## src/rtl/iir_pkg.sv

```systemverilog
// Shared definitions for the iir filter datapath and its downstream blocks.
package iir_pkg;
  localparam int IIR_DW = 13;
  typedef logic signed [IIR_DW-1:0] iir_sample_t;
endpackage

```

## src/rtl/iir_out_buffer_if.sv

```systemverilog
// Bundle of the sample-in / sample-out / status signals of iir_out_buffer.
// Handshake: the producer side (VIN/DIN) has no backpressure; on the consumer
// side a sample transfers at every rising edge where VOUT & RDY are both 1.
interface iir_out_buffer_if #(
  parameter int DW    = iir_pkg::IIR_DW,
  parameter int DEPTH = 8,
  parameter int CW    = 8
);
  logic                   VIN;
  logic [DW-1:0]          DIN;
  logic                   VOUT;
  logic [DW-1:0]          DOUT;
  logic                   RDY;
  logic                   FULL;
  logic [$clog2(DEPTH):0] LEVEL;
  logic                   OVF;
  logic [CW-1:0]          DROPS;
  logic                   CLR_OVF;

  modport master (
    output VIN, DIN, RDY, CLR_OVF,
    input  VOUT, DOUT, FULL, LEVEL, OVF, DROPS
  );

  modport slave (
    input  VIN, DIN, RDY, CLR_OVF,
    output VOUT, DOUT, FULL, LEVEL, OVF, DROPS
  );
endinterface

```

## src/rtl/iir_buf_ram.sv

```systemverilog
// DEPTH x DW register array: one synchronous write port, one asynchronous read port.
module iir_buf_ram #(
  parameter int DW    = 13,
  parameter int DEPTH = 8,
  parameter int AW    = $clog2(DEPTH)
) (
  input  logic          clk_i,
  input  logic          we_i,
  input  logic [AW-1:0] waddr_i,
  input  logic [DW-1:0] wdata_i,
  input  logic [AW-1:0] raddr_i,
  output logic [DW-1:0] rdata_o
);
  logic [DW-1:0] mem_q [DEPTH];

  always_ff @(posedge clk_i) begin
    if (we_i) mem_q[waddr_i] <= wdata_i;
  end

  assign rdata_o = mem_q[raddr_i];
endmodule

```

## src/rtl/iir_out_buffer.sv

```systemverilog
// First-word-fall-through FIFO behind the iir filter; samples that arrive while
// full and not draining are dropped and counted in a sticky, saturating counter.
module iir_out_buffer
  import iir_pkg::*;
#(
  parameter int DW    = IIR_DW,
  parameter int DEPTH = 8,
  parameter int CW    = 8
) (
  input logic              CLK,
  input logic              RST,
  iir_out_buffer_if.slave  bus
);
  localparam int AW = $clog2(DEPTH);
  localparam int LW = AW + 1;

  logic [AW-1:0] wr_ptr_q, wr_ptr_d;
  logic [AW-1:0] rd_ptr_q, rd_ptr_d;
  logic [LW-1:0] level_q, level_d;
  logic          ovf_q, ovf_d;
  logic [CW-1:0] drops_q, drops_d;
  logic          full, vout, push, pop, drop;

  assign full = (level_q == LW'(DEPTH));
  assign vout = (level_q != '0);
  assign pop  = vout & bus.RDY;
  // A pop on the same edge frees a slot, so a full buffer still accepts VIN.
  assign push = bus.VIN & (~full | pop);
  assign drop = bus.VIN & full & ~pop;

  always_comb begin
    wr_ptr_d = wr_ptr_q;
    rd_ptr_d = rd_ptr_q;
    level_d  = level_q;
    ovf_d    = ovf_q;
    drops_d  = drops_q;
    if (push) wr_ptr_d = wr_ptr_q + AW'(1);
    if (pop)  rd_ptr_d = rd_ptr_q + AW'(1);
    case ({push, pop})
      2'b10:   level_d = level_q + LW'(1);
      2'b01:   level_d = level_q - LW'(1);
      default: level_d = level_q;
    endcase
    // A drop on the clearing edge restarts the count at one rather than zero.
    if (drop) begin
      ovf_d = 1'b1;
      if (bus.CLR_OVF)         drops_d = CW'(1);
      else if (drops_q != '1)  drops_d = drops_q + CW'(1);
    end else if (bus.CLR_OVF) begin
      ovf_d   = 1'b0;
      drops_d = '0;
    end
  end

  always_ff @(posedge CLK) begin
    if (RST) begin
      wr_ptr_q <= '0;
      rd_ptr_q <= '0;
      level_q  <= '0;
      ovf_q    <= 1'b0;
      drops_q  <= '0;
    end else begin
      wr_ptr_q <= wr_ptr_d;
      rd_ptr_q <= rd_ptr_d;
      level_q  <= level_d;
      ovf_q    <= ovf_d;
      drops_q  <= drops_d;
    end
  end

  iir_buf_ram #(.DW(DW), .DEPTH(DEPTH), .AW(AW)) u_ram (
    .clk_i   (CLK),
    .we_i    (push),
    .waddr_i (wr_ptr_q),
    .wdata_i (bus.DIN),
    .raddr_i (rd_ptr_q),
    .rdata_o (bus.DOUT)
  );

  assign bus.VOUT  = vout;
  assign bus.FULL  = full;
  assign bus.LEVEL = level_q;
  assign bus.OVF   = ovf_q;
  assign bus.DROPS = drops_q;
endmodule

```

## src/flat_wrapper.sv

```systemverilog
// flat-port wrapper written by rule: the top's interface ports become plain ports
module iir_out_buffer_flat import iir_pkg::*;
#(
  parameter int DW    = IIR_DW,
  parameter int DEPTH = 8,
  parameter int CW    = 8
)
  (CLK, RST, bus_VIN, bus_DIN, bus_RDY, bus_CLR_OVF, bus_VOUT, bus_DOUT, bus_FULL, bus_LEVEL, bus_OVF, bus_DROPS);
  iir_out_buffer_if #(.DW(DW), .DEPTH(DEPTH), .CW(CW)) bus_i ();
  input logic CLK;
  input logic RST;
  input wire logic [$bits(bus_i.VIN)-1:0] bus_VIN;
  input wire logic [$bits(bus_i.DIN)-1:0] bus_DIN;
  input wire logic [$bits(bus_i.RDY)-1:0] bus_RDY;
  input wire logic [$bits(bus_i.CLR_OVF)-1:0] bus_CLR_OVF;
  output wire logic [$bits(bus_i.VOUT)-1:0] bus_VOUT;
  output wire logic [$bits(bus_i.DOUT)-1:0] bus_DOUT;
  output wire logic [$bits(bus_i.FULL)-1:0] bus_FULL;
  output wire logic [$bits(bus_i.LEVEL)-1:0] bus_LEVEL;
  output wire logic [$bits(bus_i.OVF)-1:0] bus_OVF;
  output wire logic [$bits(bus_i.DROPS)-1:0] bus_DROPS;
  assign bus_i.VIN = bus_VIN;
  assign bus_i.DIN = bus_DIN;
  assign bus_i.RDY = bus_RDY;
  assign bus_i.CLR_OVF = bus_CLR_OVF;
  assign bus_VOUT = bus_i.VOUT;
  assign bus_DOUT = bus_i.DOUT;
  assign bus_FULL = bus_i.FULL;
  assign bus_LEVEL = bus_i.LEVEL;
  assign bus_OVF = bus_i.OVF;
  assign bus_DROPS = bus_i.DROPS;
  iir_out_buffer #(.DW(DW), .DEPTH(DEPTH), .CW(CW)) u_core (.CLK(CLK), .RST(RST), .bus(bus_i));
endmodule
```

## config.mk

```make
export PLATFORM = sky130hd
export DESIGN_NAME = iir_out_buffer_flat
export DESIGN_NICKNAME = d
export VERILOG_FILES = /design/src/rtl/iir_pkg.sv /design/src/rtl/iir_out_buffer_if.sv /design/src/rtl/iir_buf_ram.sv /design/src/rtl/iir_out_buffer.sv /design/src/flat_wrapper.sv
export SDC_FILE = /design/constraint.sdc
export NUM_CORES = 1
export LEC_CHECK = 0
export BUFFER_PORTS_ARGS = -buffer_cell sky130_fd_sc_hd__buf_4
export CELL_PAD_IN_SITES_DETAIL_PLACEMENT = 1
export CELL_PAD_IN_SITES_GLOBAL_PLACEMENT = 1
export CORE_MARGIN = 2
export CORE_UTILIZATION = 40
export CTS_CLUSTER_SIZE = 28
export DETAILED_ROUTE_END_ITERATION = 10
export PLACE_DENSITY = 0.63
export SLEW_MARGIN = 20
export SYNTH_ARGS = -nofsm -noshare
export SYNTH_HDL_FRONTEND = slang
export SYNTH_HIERARCHICAL = 1
export SYNTH_SLANG_ARGS = --single-unit
```

## constraint.sdc

```tcl
create_clock -name CLK -period 5.2 [get_ports CLK]
set_input_delay 0.78 -clock CLK [delete_from_list [all_inputs] [get_ports CLK]]
set_output_delay 0.78 -clock CLK [all_outputs]
set_load 0.005 [all_outputs]
```

**Word level (Yosys, flattened, before mapping)**

Memories as Yosys holds them, arrays and structs flattened. A register that Yosys moved wholly into a read port is not among the register bits.
Cells that the tools add are included.

- $add $sub $neg: 5
- Equal/unequal tests: 4
- Muxes and demuxes: 11
- Bitwise logic cells: 7
- Reductions and logical operators: 5

Operator list:

| operator | count |
|---|---|
| $mux 8 | 4 |
| $add 8x1->8 const B | 1 |
| $ne 8x8->1 const B | 1 |
| $pmux 4 s2 | 1 |
| $add 3x1->3 const B | 2 |
| $mux 3 | 2 |
| $reduce_bool 2->1 | 3 |
| $add 4x1->4 const B | 1 |
| $and 1x1->1 | 4 |
| $eq 4x4->1 const B | 1 |
| $mux 1 | 4 |
| $reduce_bool 4->1 | 1 |
| $sub 4x1->4 const B | 1 |
| $eq 2x1->1 const B | 1 |
| $eq 2x2->1 const B | 1 |
| $not 1->1 | 2 |
| $reduce_and 2->1 | 1 |
| $or 1x1->1 | 1 |

- Register bits after elaboration: 19
- RAM bits: 104
- Bits of input ports: 18
- Output and inout port bits: 28
- Word-level logic and storage cells: 38
- Memories kept: 1

Memories:

| name | depth | bits a word | read ports | clocked after Yosys merged registers in | wr ports | RTL line | source |
|---|---|---|---|---|---|---|---|
| u_core.u_ram.mem_q | 8 | 13 | 1 | 1 | 1 | iir_buf_ram.sv:14 | `logic [DW-1:0] mem_q [DEPTH];` |

**Longest topological paths before layout**

- Depth after elaboration: 6
- Gate-level depth with buffers: 9
- Mapped depth without buffers: 8

**Cells and area by module**

Netlist, hierarchy kept.

By module, submodules not included:

| module | instances | cells each | area an instance (um2) | seq. area each (um2) |
|---|---|---|---|---|
| iir_buf_ram | 1 | 163 | 4055.1 | 3123.0 |
| iir_out_buffer | 1 | 128 | 1063.5 | 380.4 |

**Worst setup path before layout**

Ideal clock, no wire load.

- Kind: input-to-reg
- Start point: input bus_VIN
- End point: memory u_core.u_ram.mem_q[0][0], enable pin
- Library setup time: 0.400 ns
- Arrival: 2.445 ns
- Required time: 4.800 ns
- Setup slack: 2.356 ns
- Stages on the path: 5
- Buffers on the path: 1
- Cell sequence: clkbuf_1 o21ai_0 inv_1 nand2b_1 nor3_1

- Cells in the longest elaborated chain, start to end: 3

Ends and longest elaborated chain:

| element | RTL line | source |
|---|---|---|
| from (decl) | flat_wrapper.sv:12 | `input wire logic [$bits(bus_i.VIN)-1:0] bus_VIN;` |
| $and 1x1->1 | iir_out_buffer.sv:28 | `assign push = bus.VIN & (~full \| pop);` |
| via u_core.push | iir_out_buffer.sv:22 | `logic full, vout, push, pop, drop;` |
| $mux 1 | iir_buf_ram.sv:17 | `if (we_i) mem_q[waddr_i] <= wdata_i;` |
| $mux 1 (not written as such) | iir_buf_ram.sv:17 |  |
| to (decl) | iir_buf_ram.sv:14 |  |

The timed path passes the listed nets, and every way through them passes these cells.

==> results.ini <==
[run_status]
status=completed

[detailed_routing]
postRouteAntennaNets=0
drc=0
post_drt_wl_per_cell_um=19.4
drt-vias-per-instance=5.21
dr.pass1.iters=4
wirelength_um=10200
via_count=2749
drt_iter0_markers=130

[synthesis]
synthArstFlopShare_pct=0
synth_fa_ha_area_share_pct=0.978
syn-instance-count=291
synth_area_per_cell_um2=17.6
syn_nets=313
postSynthRegisterBits=123
synthXorXnorAreaFrac_pct=1.20
syn-cell-area_mm2=0.00512
synth_ff_type=edfxtp_1
synthSimpleGateAreaFrac_pct=6.23
synth_top_family_by_area=multiplexers
synth-edff-count=104
yosysWarnings=6
synth_cell_types=44
ys_seq_area_share_pct=68.4
yosys-mux-area-fraction_pct=16.5
synth_compound_area_share_pct=4.11

[critical_path]
cp_data_required_time_ns=4.42
reg2reg_depth=5
r2r_setup_slack_ns=2.75
timing.rr.start=u_core/bus.LEVEL[1]
crit_start=u_core/rd_ptr_q[0]
cp-end-kind=primary output
startpoint_type=flip-flop
crit_type=flip-flop to primary output
critPathCapture=bus_DOUT[7]
r2r-end=u_core/u_ram/mem_q[7][3]
crit_fanout=18
cp.arrival_ns=2.78

[pwr]
power_frac_clock_pct=40.7
p_leak_nw=2.12
internal_power_mw=2.07
power.switching_mw=0.626
switching_share_pct=23.3
p_per_area_mw_per_mm2=436
seqPwrFrac_pct=43.9
peakVddDrop_mv=0.215
comb_power_share_pct=15.4

[sta]
fin_setup_tns_ns=0
rsz0062_at_grt=false
fin_crit_sh_pct=68.5
fmax_mhz=281
slew_headroom_pct=33.2
finalHoldViolCount=0
fin_skew_ns=0.00558
setup_ws_ns=1.64
tightestPinTransition_ns=1.00
period_minus_slack_ns=3.56
setup_viol=0
finalMaxSlewViolations=0

[global_route]
antenna_found_initial=0
overflow=0
grt_pass1_wl_um=15900
first_global_vias=2915
grt_max_degree=27
track_usage_pct=16.4

[clock_network]
insertion_delay_ns=0.42
cts_setup_buffers=0
cts_made_buffers=17
cts.sinks=123
hold_buffers=0
tritoncts=done
htreeDepth=4
clkTransAtPathRegs_ns=0.05
cts-resized-gates=0
cts_buffer_depth=2
cts_root_buf=clkbuf_16

[placement]
gp_congestion=0.719
dp_slack_ns=1.99
portBuffers=45
dp_cells=496
hpwl_um=6240

[cells_and_area]
area_growth_syn_to_layout_pct=20.7
fill_cells=1207
drive_above_1_share_pct=30.1
fin_nets=365
stdcell_count=528
antennaDiodeCount=0

[floorplanning]
ios=46
die_y_um=117
start_util_pct=40.7
die_w_um=117
die-area_mm2=0.0137
core-area_mm2=0.0126
rows=41

[worst_hold_path]
hp-class=flip-flop to flip-flop

[job]
drv_cap=0

-- critical path, stage by stage, from the launching register on --
cell and delay (ns):
dfxtp_1 0.98, buf_4 0.37, mux4_1 0.58, mux2_2 0.29
buf_4 0.14
-- worst min path at each step --
stage,to,depth (start not counted),startpoint
after floorplan,u_core/bus.OVF,2,u_core/bus.OVF
after global placement,u_core/bus.OVF,2,u_core/bus.OVF
after detailed placement,u_core/bus.OVF,2,u_core/bus.OVF
after CTS,u_core/bus.OVF,2,u_core/bus.OVF
after global routing,u_core/bus.OVF,2,u_core/bus.OVF
final,u_core/bus.OVF,2,u_core/bus.OVF
-- registers in the layout (all words and copies together) (netlist names) --
name                cells
u_core/u_ram/mem_q    104
u_core/bus.OVF          1
u_core/bus.DROPS        8
u_core/wr_ptr_q         3
u_core/bus.LEVEL        4
u_core/rd_ptr_q         3
-- synthesized netlist by cell type, drive strengths merged (3+ instances only) --
master	n	area [um^2]
o21ai	5	25.0
or4	3	23.8
clkbuf	5	18.8
mux2	14	158
dfxtp	19	380
nand2b	6	37.5
nor2	20	75.1
xor2	4	35.0
edfxtp	104	3120
a21oi	10	50.1
mux4	26	676
ha	4	50.1
buf	11	90.1
or2	3	18.8
nor3	4	20.0
nand2	11	41.3
nand3	8	40.0
inv	6	22.5
xnor2	3	26.3
-- metal layers --
metal	track usage (%)	share of wire [%]	wire length [um]	vias up
met4	8.24	1.9	195	0
met3	4.02	3.2	327	16
met5	0	0	0	-
li1	-	-	-	1283
met1	20.5	45	4640	1399
met2	26.6	50	5060	51
-- cell usage in the layout, fill, tap and decap left out, types with 8 or more instances in the layout --
master     instances
edfxtp_1         104
buf_4             49
mux4_1            24
dfxtp_1           19
clkbuf_16         17
nor2_1            14
mux2_2            14
nand2_1           11
a21oi_1           10
nand3_1            8
-- final cells by class --
| class | count | area, um^2 | share of cell area [%] |
|---|---|---|---|
| clock buffer | 24 | 492 | 7.96 |
| clock inverter | 8 | 66.3 | 1.07 |
| inverter | 6 | 22.5 | 0.365 |
| multi-input combinational | 146 | 1510 | 24.4 |
| sequential | 123 | 3500 | 56.7 |
| tap | 172 | 215 | 3.48 |
| timing repair buffer | 49 | 368 | 5.96 |
-- logic make-up after synthesis --
kind of cell,count (synthesis)
flops,123
buf+inv,22
compound gates,31
xor+xnor,7
simple gates,63
mux,41
fa+ha+maj,4
-- through the flow --
| stage | hold slack [ns] | utilization [%] | area (um^2) | power (mW) |
|---|---|---|---|---|
| floorplan | 0.466 | - | 5120 | 1.48 |
| global placement | 0.461 | 44.7 | 5620 | 1.61 |
| detailed placement | 0.480 | 44.7 | 5620 | 1.63 |
| CTS | 0.490 | 49.1 | 6180 | 2.73 |
| global route | 0.507 | 49.1 | 6180 | 2.80 |
| finish | 0.481 | 49.1 | 6180 | 2.69 |
-- power by group through the flow --
| stage | logic, mW | registers (mW) | clock network [mW] |
|---|---|---|---|
| 2_1_floorplan | 0.330 | 1.15 | 0 |
| 3_3_place_gp | 0.413 | 1.20 | 0 |
| 3_5_place_dp | 0.423 | 1.20 | 0 |
| 4_1_cts | 0.429 | 1.18 | 1.12 |
| 5_1_grt | 0.460 | 1.19 | 1.16 |
| 6_report | 0.416 | 1.18 | 1.09 |
Note: power is estimated with default switching activity, not from simulation.
